### src/rtl/alert_counter.sv
// Alarm sequencer: while enable is held, blink alert for ALERT_CYCLES cycles,
// then hold alert_off until enable drops. All outputs are registered.
module alert_counter #(
  parameter int ALERT_CYCLES = 10,
  parameter int CNT_W        = 4
) (
  input  logic clk,
  input  logic rst,
  input  logic enable,
  output logic alert,
  output logic alert_off
);

  typedef enum logic [1:0] {
    IDLE  = 2'd0,
    ALERT = 2'd1,
    DONE  = 2'd2
  } state_t;

  localparam logic [CNT_W-1:0] CNT_LIMIT = CNT_W'(ALERT_CYCLES);
  localparam logic [CNT_W-1:0] CNT_ONE   = CNT_W'(1);

  state_t           state_reg;
  logic [CNT_W-1:0] cnt_reg;

  // enable=0 overrides every state; alert tracks the parity of cnt_reg,
  // so it is 1 on odd counts and 0 on even ones.
  always_ff @(posedge clk or posedge rst) begin
    if (rst) begin
      state_reg <= IDLE;
      cnt_reg   <= '0;
      alert     <= 1'b0;
      alert_off <= 1'b0;
    end else if (!enable) begin
      state_reg <= IDLE;
      cnt_reg   <= '0;
      alert     <= 1'b0;
      alert_off <= 1'b0;
    end else begin
      case (state_reg)
        IDLE: begin
          state_reg <= ALERT;
          cnt_reg   <= CNT_ONE;
          alert     <= 1'b1;
          alert_off <= 1'b0;
        end
        ALERT: begin
          if (cnt_reg < CNT_LIMIT) begin
            cnt_reg <= cnt_reg + CNT_ONE;
            alert   <= ~alert;
          end else begin
            state_reg <= DONE;
            alert     <= 1'b0;
            alert_off <= 1'b1;
          end
        end
        DONE: begin
          alert     <= 1'b0;
          alert_off <= 1'b1;
        end
        default: begin
          state_reg <= IDLE;
          cnt_reg   <= '0;
          alert     <= 1'b0;
          alert_off <= 1'b0;
        end
      endcase
    end
  end

endmodule

### config.mk
export PLATFORM = sky130hd
export DESIGN_NAME = alert_counter
export DESIGN_NICKNAME = d
export VERILOG_FILES = /design/src/rtl/alert_counter.sv
export SDC_FILE = /design/constraint.sdc
export NUM_CORES = 1
export LEC_CHECK = 0
export CORE_AREA = 2 2 39 41
export CTS_CLUSTER_SIZE = 8
export DETAILED_ROUTE_END_ITERATION = 12
export DIE_AREA = 0 0 41 43
export MAX_ROUTING_LAYER = met4
export PLACE_DENSITY = 0.53
export SLEW_MARGIN = 20
export SYNTH_ARGS = -nofsm -noshare
export SYNTH_HDL_FRONTEND = slang
export SYNTH_SLANG_ARGS = --single-unit
### constraint.sdc
create_clock -name clk -period 1.8 [get_ports clk]
set_input_delay 0.27 -clock clk [delete_from_list [all_inputs] [get_ports clk]]
set_output_delay 0.27 -clock clk [all_outputs]
set_load 0.02 [all_outputs]
==> impl_metrics.py, run 1 <==
metrics = {
    "final_layout": {
        "nets": 64,
        "syn2layout_area_growth_pct": 16.6,
        "antenna_cells": 0,
        "final_core_util": 0.400,
        "layout-drive-gt1-share": 0.111,
        "layout_commonest_cell": "nand2_1",
        "final_cell_mix": "9 x nand2_1, 8 x dfrtp_1, 5 x inv_1, 5 x ha_1, 4 x clkdlybuf4s50_1",
        "largest_reg_flops": 4,
    },
    "grt": {
        "grt_pass1_wl_um": 1440,
        "gr-total-overflow": 0,
        "grt_pass1_vias": 331,
        "grt_max_degree": 10,
        "antenna_found_initial": 0,
        "gr-usage-all-layers": 0.131,
    },
    "worst_setup_path": {
        "critPathLaunchType": "flip-flop",
        "cp_max_fo": 2,
        "crit_path_cell_trace": "clkdlybuf4s50_1",
        "rr_startpoint": "state_reg[1]",
        "r2r_cells": 5,
        "cp.required_ns": 1.53,
        "critPathKind": "flip-flop to primary output",
        "crit_path_end_kind": "primary output",
        "r2r_end": "cnt_reg[0]",
        "timing.critical_path.buf_inv": 1,
        "cp_slowest_cell": "clkdlybuf4s50_1",
        "reg2reg_slack_ns": 0.45,
        "path_delay_family": "buffers and inverters",
        "arrival_ns": 1.21,
        "cp_slowest_stage_delay_ns": 0.60,
    },
    "clock_network": {
        "cts_buffers": 3,
        "clock_latency_ns": 0.26,
        "cts.htree.levels": 1,
        "cts_tree": "yes",
        "root_buffer": "clkbuf_4",
        "cts_buffer_depth": 2,
        "cts_setup_buffers": 0,
        "ctsHoldBuffers": 0,
        "clkSlewWorstSetupHoldPaths_ns": 0.06,
        "cts_sinks": 8,
        "cts_resized": 0,
    },
    "synthesis": {
        "yosys_register_bits": 8,
        "ys_warn_count": 0,
        "syn_area_per_cell_um2": 9.88,
        "synthCells": 48,
        "synth.distinct_cells": 21,
        "synth_seq_area_share": 0.422,
        "synth_edf_count": 0,
        "syn_nets": 56,
        "async_reset_ff_frac": 1.00,
        "netlist_area_um2": 474,
        "synth-main-ff-cell": "dfrtp_1",
    },
    "floorplanning": {
        "core_um2": 1380,
        "io_pins": 5,
        "die-area_um2": 1760,
        "dieWidth_um": 41,
        "rows": 14,
        "die_h_um": 43,
        "initial_core_util": 0.343,
    },
    "placement": {
        "port_buffers": 4,
        "gp_congestion": 0.703,
        "hpwlAfterDp_um": 622,
    },
    "min_path": {
        "hold_path_class": "input pin to async pin",
    },
    "route": {
        "antenna_left": 0,
        "wl_met3_um": 18,
        "dr.pass1.iters": 3,
        "drt_iter0_drc": 8,
        "num_vias": 356,
        "drt-total-wl_um": 846,
        "top_layer": "met4",
        "drcViolationCount": 0,
        "wirelength_met1_um": 370,
        "vias_per_cell": 5.09,
        "wire_per_inst_um": 12.1,
        "wl_met2_um": 429,
    },
    "job": {
        "drv_cap": 0,
    },
    "power_and_ir_drop": {
        "ir_drop_mv": 0.523,
        "power_density_nw_per_um2": 1300,
        "total_power_mw": 0.718,
        "power.leakage_nw": 0.248,
    },
    "sta": {
        "worst_slew_pin_slew_ns": 0.307,
        "timing.setup.tns_ns": 0,
        "max_slew_margin": 0.795,
        "final-setup-viol-count": 0,
        "finalHoldViolCount": 0,
        "period_share": 0.820,
        "fin_skew_ns": 0.00758,
        "drv_slew": 0,
        "max_freq_ghz": 0.677,
        "rsz0062_at_grt": "false",
        "period_needed_ns": 1.48,
    },
    "run_status": {
        "status": "finished clean",
    },
}
## logic make-up (layout without fill, tap and decap cells)
kind of cell | Yosys count | in the layout | synth area share
adders and majority gates | 5 | 5 | 0.132
AOI/OAI and AO/OA | 16 | 16 | 0.267
muxes | 2 | 2 | 0.0422
buffers and inverters | 6 | 12 | 0.0475
DFF | 8 | 8 | 0.422
and+or+nand+nor | 11 | 11 | 0.0897
## report_power, final
part	switching (mW)	leakage [nW]	internal, mW
Sequential	0.0491	0.106	0.230
Clock	0.0622	0.0138	0.0764
Combinational	0.160	0.128	0.140
## cells in the mapped netlist (all sizes together) (2+ instances only)
| master | count | area, um^2 |
|---|---|---|
| a21oi | 3 | 18.8 |
| dfrtp | 8 | 200 |
| ha | 5 | 62.6 |
| inv | 5 | 18.8 |
| mux2i | 2 | 20.0 |
| nand2 | 9 | 33.8 |
| o21ai | 4 | 31.3 |
## metal layers
metal / GRT usage / vias up
li1: - / 185
met5: - / -
met1: 0.154 / 161
met2: 0.194 / 5
met3: 0.0314 / 5
met4: 0.0800 / 0
## worst max-delay path by stage
stage	start	to	slack [ns]	depth (start not counted)
6_report	alert	alert	0.32	1
5_1_grt	alert	alert	0.28	1
4_1_cts	alert	alert	0.31	1
3_5_place_dp	state_reg[1]	cnt_reg[0]	0.45	5
3_3_place_gp	enable	alert	0.42	3
2_1_floorplan	state_reg[1]	cnt_reg[0]	0.57	5
## metrics by stage
stage	cells	hold WS [ns]	area (um^2)	setup slack [ns]
6_report	70	0.254	553	0.324
5_1_grt	70	0.305	553	0.280
4_1_cts	70	0.264	553	0.309
3_5_place_dp	67	0.460	531	0.451
3_3_place_gp	67	0.452	531	0.417
2_1_floorplan	48	0.0857	474	0.568
## final cells by class
cell class / count / area, um^2
inverters: 5 / 18.8
fillers: 135 / 831
flip-flops and latches: 8 / 200
multi-input cells: 34 / 251
clock buffers: 3 / 22.5
repair buffers: 4 / 40.0
well taps: 16 / 20.0
Power figures use the tool's default switching activity.
==> inputs of run 2 (changes only) <==
==> constraint.sdc (replaced) <==
create_clock -name clk -period 1.4 [get_ports clk]
set_input_delay 0.21 -clock clk [delete_from_list [all_inputs] [get_ports clk]]
set_output_delay 0.21 -clock clk [all_outputs]
set_load 0.02 [all_outputs]
==> impl_metrics.py, run 2 (synthesis gave the netlist of run 1 again) <==
metrics = {
    "placement": {
        "port_buffers": 4,
        "hpwlAfterDp_um": 643,
        "place_area_um2": 531,
        "post-place-ws_ns": 0.0549,
        "gp_congestion": 0.712,
        "place_inst": 67,
    },
    "final_layout": {
        "regArea_um2": 200,
        "largest_reg_flops": 4,
        "multi_input_area_um2": 254,
        "antenna_cells": 0,
        "fillers": 146,
        "fin_area_um2": 553,
        "layout_commonest_cell": "nand2_1",
        "nets": 64,
        "finalNonFillerCells": 70,
        "final_core_util": 0.400,
        "final_cell_mix": "9 x nand2_1, 8 x dfrtp_1, 5 x inv_1",
        "syn2layout_area_growth_pct": 16.6,
        "layout-drive-gt1-share": 0.130,
    },
    "sta": {
        "timing.setup.tns_ns": 0,
        "max_freq_ghz": 0.779,
        "period_share": 0.917,
        "fin_skew_ns": 0.00170,
        "hold_ws_ns": 0.208,
        "setup_ws_ns": 0.117,
        "period_needed_ns": 1.28,
        "rsz0062_at_grt": "false",
        "final-setup-viol-count": 0,
        "worst_slew_pin_slew_ns": 0.322,
        "finalHoldViolCount": 0,
        "drv_slew": 0,
        "max_slew_margin": 0.785,
    },
    "grt": {
        "gr-usage-all-layers": 0.129,
        "antenna_found_initial": 0,
        "grt_pass1_vias": 379,
        "grt_max_degree": 10,
        "grt_pass1_wl_um": 1480,
        "gr-total-overflow": 0,
    },
    "floorplanning": {
        "die-area_um2": 1760,
        "io_pins": 5,
        "die_h_um": 43,
        "dieWidth_um": 41,
        "initial_core_util": 0.343,
        "rows": 14,
        "core_um2": 1380,
    },
    "power_and_ir_drop": {
        "p_int_mw": 0.560,
        "power_frac_clock": 0.195,
        "power.switching_mw": 0.344,
        "power_density_nw_per_um2": 1630,
        "swShare": 0.381,
        "p_comb_frac": 0.408,
        "total_power_mw": 0.904,
        "pwr-share-seq": 0.397,
        "power.leakage_nw": 0.253,
        "ir_drop_mv": 0.713,
    },
    "clock_network": {
        "cts_sinks": 8,
        "clock_latency_ns": 0.25,
        "cts_tree": "yes",
        "cts_buffer_depth": 2,
        "cts_buffers": 3,
        "cts.htree.levels": 1,
        "cts_setup_buffers": 0,
        "root_buffer": "clkbuf_4",
        "clkSlewWorstSetupHoldPaths_ns": 0.06,
    },
    "worst_setup_path": {
        "r2r_end": "cnt_reg[0]",
        "r2r_cells": 5,
        "cp_slowest_stage_delay_ns": 0.39,
        "endpoint": "cnt_reg[0]",
        "rr_startpoint": "state_reg[1]",
        "critPathLaunchType": "flip-flop",
        "crit_path_end_kind": "flip-flop",
        "arrival_ns": 1.42,
        "cp_slowest_cell": "dfrtp_1",
        "crit_path_start": "state_reg[1]",
        "cp.required_ns": 1.53,
        "critPathKind": "flip-flop to flip-flop",
        "crit_path_cell_trace": "inv_1 -> ha_2 -> o211ai_1 -> a21o_1 -> o311a_1",
        "reg2reg_slack_ns": 0.12,
        "cp_max_fo": 8,
    },
    "route": {
        "drt-total-wl_um": 845,
        "dr.pass1.iters": 3,
        "num_vias": 370,
        "antenna_left": 0,
        "drt_iter0_drc": 4,
        "drcViolationCount": 0,
        "vias_per_cell": 5.29,
        "wire_per_inst_um": 12.1,
    },
    "run_status": {
        "status": "finished clean",
    },
    "min_path": {
        "hold_path_class": "input pin to async pin",
    },
    "job": {
        "drv_cap": 0,
    },
}
[run 2: what timing repair did]
| item | CTS | global route |
|---|---|---|
| hold buffers | 0 | 0 |
| resized for setup | 2 | 1 |
| gates cloned | 0 | 0 |
| setup endpoints to repair | 2 | 1 |
[run 2: worst max-delay path, delay by kind of cell, from the launching register on]
kind / cells / cell delay, ns
buffers and inverters: 1 / 0.10
adders and majority gates: 1 / 0.26
AOI/OAI and AO/OA: 3 / 0.41
DFF: 1 / 0.39
[run 2: layer usage]
metal	up-vias	wire length, um	track usage
li1	184	-	-
met1	180	397	0.153
met2	4	424	0.197
met3	2	17	0.0314
met4	0	5	0.0600
met5	-	0	-
[run 2: worst min path at each step]
stage,end,slack [ns],from,cells after the start
CTS,cnt_reg[2],0.22,rst,2
finish,alert_off,0.21,rst,2
global route,cnt_reg[0],0.27,rst,2
global placement,alert,0.45,alert,1
floorplan,alert,0.03,rst,1
detailed placement,alert,0.46,alert,1
[run 2: final cells by class]
class | count | share of cell area
Tap cell | 16 | 0.0362
Sequential cell | 8 | 0.362
Clock buffer | 3 | 0.0407
Timing Repair Buffer | 4 | 0.0679
Multi-Input combinational cell | 34 | 0.459
Inverter | 5 | 0.0339
[run 2: power groups by stage]
stage          clock (mW)  combinational, mW  sequential (mW)
6_report            0.176              0.369            0.358
3_5_place_dp            0              0.388            0.363
3_3_place_gp            0              0.386            0.365
5_1_grt             0.197              0.424            0.369
2_1_floorplan           0              0.250            0.382
4_1_cts             0.178              0.373            0.359
==> inputs of run 3 (changes only) <==
--- a/config.mk
+++ b/config.mk
@@ -11,6 +11,7 @@
 export DIE_AREA = 0 0 41 43
 export MAX_ROUTING_LAYER = met4
 export PLACE_DENSITY = 0.53
+export SETUP_SLACK_MARGIN = 0.4
 export SLEW_MARGIN = 20
 export SYNTH_ARGS = -nofsm -noshare
 export SYNTH_HDL_FRONTEND = slang
==> impl_metrics.py, run 3 (synthesis gave the netlist of run 1 again) <==
metrics = {
    "route": {
        "drcViolationCount": 0,
        "antenna_left": 0,
        "vias_per_cell": 5.08,
        "drt-total-wl_um": 950,
        "drt_iter0_drc": 5,
        "num_vias": 406,
        "dr.pass1.iters": 4,
        "wire_per_inst_um": 11.9,
    },
    "power_and_ir_drop": {
        "total_power_mw": 1.11,
        "power_density_nw_per_um2": 1680,
        "ir_drop_mv": 0.793,
        "power.leakage_nw": 0.302,
    },
    "placement": {
        "place_inst": 67,
        "place_area_um2": 546,
        "hpwlAfterDp_um": 647,
        "gp_congestion": 0.713,
        "post-place-ws_ns": 0.110,
        "port_buffers": 4,
    },
    "sta": {
        "fin_skew_ns": 0.00376,
        "max_slew_margin": 0.793,
        "period_share": 0.865,
        "hold_ws_ns": 0.197,
        "final-setup-viol-count": 0,
        "period_needed_ns": 1.21,
        "setup_ws_ns": 0.189,
        "worst_slew_pin_slew_ns": 0.310,
        "max_freq_ghz": 0.826,
        "timing.setup.tns_ns": 0,
        "finalHoldViolCount": 0,
        "drv_slew": 0,
        "rsz0062_at_grt": "true",
    },
    "floorplanning": {
        "io_pins": 5,
        "initial_core_util": 0.343,
        "dieWidth_um": 41,
        "die_h_um": 43,
        "core_um2": 1380,
        "rows": 14,
        "die-area_um2": 1760,
    },
    "worst_setup_path": {
        "critPathLaunchType": "flip-flop",
        "cp_slowest_stage_delay_ns": 0.38,
        "crit_path_end_kind": "flip-flop",
        "cp_max_fo": 8,
        "r2r_cells": 4,
        "arrival_ns": 1.35,
        "cp.required_ns": 1.53,
        "critPathKind": "flip-flop to flip-flop",
        "crit_path_cell_trace": "inv_2 -> ha_4 -> a21boi_2 -> o311a_1",
        "cp_slowest_cell": "dfrtp_1",
        "reg2reg_slack_ns": 0.19,
    },
    "clock_network": {
        "cts.htree.levels": 1,
        "cts_sinks": 8,
        "ctsHoldBuffers": 0,
        "cts_buffer_depth": 2,
        "cts_buffers": 3,
        "root_buffer": "clkbuf_4",
        "clock_latency_ns": 0.26,
        "cts_tree": "yes",
        "clkSlewWorstSetupHoldPaths_ns": 0.05,
    },
    "grt": {
        "antenna_found_initial": 0,
        "grt_max_degree": 10,
        "gr-total-overflow": 0,
        "grt_pass1_wl_um": 1770,
        "grt_pass1_vias": 412,
        "gr-usage-all-layers": 0.157,
    },
    "final_layout": {
        "layout-drive-gt1-share": 0.406,
        "fin_area_um2": 662,
        "syn2layout_area_growth_pct": 39.6,
        "finalNonFillerCells": 80,
        "final_cell_mix": "10 x buf_4, 9 x nand2_1, 6 x dfrtp_1",
        "final_core_util": 0.478,
        "largest_reg_flops": 4,
        "fillers": 123,
        "layout_commonest_cell": "buf_4",
        "nets": 74,
        "antenna_cells": 0,
    },
    "min_path": {
        "hold_path_class": "input pin to async pin",
    },
    "run_status": {
        "status": "finished clean",
    },
    "job": {
        "drv_cap": 0,
    },
}
[run 3: cell types whose count changed in the layout (fill, tap and decap cells not counted), sizes merged]
cell         previous run  this run
buf                     0        12
dlygate4sd2             2         0
[run 3: where the power goes]
group | switching, mW | leakage [nW] | internal (mW) | total [mW]
registers | 0.0743 | 0.103 | 0.298 | 0.372
logic | 0.255 | 0.185 | 0.309 | 0.563
clock network | 0.0794 | 0.0138 | 0.0981 | 0.178
[run 3: area by class of cell]
type | instances | area [um^2] | share of cell area
Timing Repair Buffer | 14 | 118 | 0.178
Clock buffer | 3 | 22.5 | 0.0340
Tap cell | 16 | 20.0 | 0.0302
Inverter | 5 | 18.8 | 0.0284
Multi-Input combinational cell | 34 | 280 | 0.423
Sequential cell | 8 | 203 | 0.306
[run 3: worst paths after layout]
| check | startpoint | end |
|---|---|---|
| worst max-delay path | state_reg[1] | cnt_reg[0] |
| worst min-delay path | rst | alert_off |
| worst max register to register | state_reg[1] | cnt_reg[0] |
| worst min register to register | cnt_reg[1] | cnt_reg[1] |
| max in group asynchronous | rst | cnt_reg[1] |
| min in group clk | cnt_reg[1] | cnt_reg[1] |
[run 3: per-layer routing]
layer  track usage  up-vias  wire length (um)
met1         0.193      195               429
li1              -      203                 -
met4         0.100        0                27
met3        0.0314        2                24
met5             -        -                 0
met2         0.225        6               469
[run 3: what timing repair did]
action | CTS | global route
setup endpoints to repair | 10 | 10
cloned | 0 | 0
pin swaps | 3 | 1
buffers inserted | 7 | 3
resized for setup | 11 | 6
[run 3: worst max-delay path: cells and delay by family (launching register included)]
kind / cells / cell delay (ns)
AOI/OAI and AO/OA: 2 / 0.44
adders and majority gates: 1 / 0.19
buffers and inverters: 1 / 0.07
DFF: 1 / 0.38
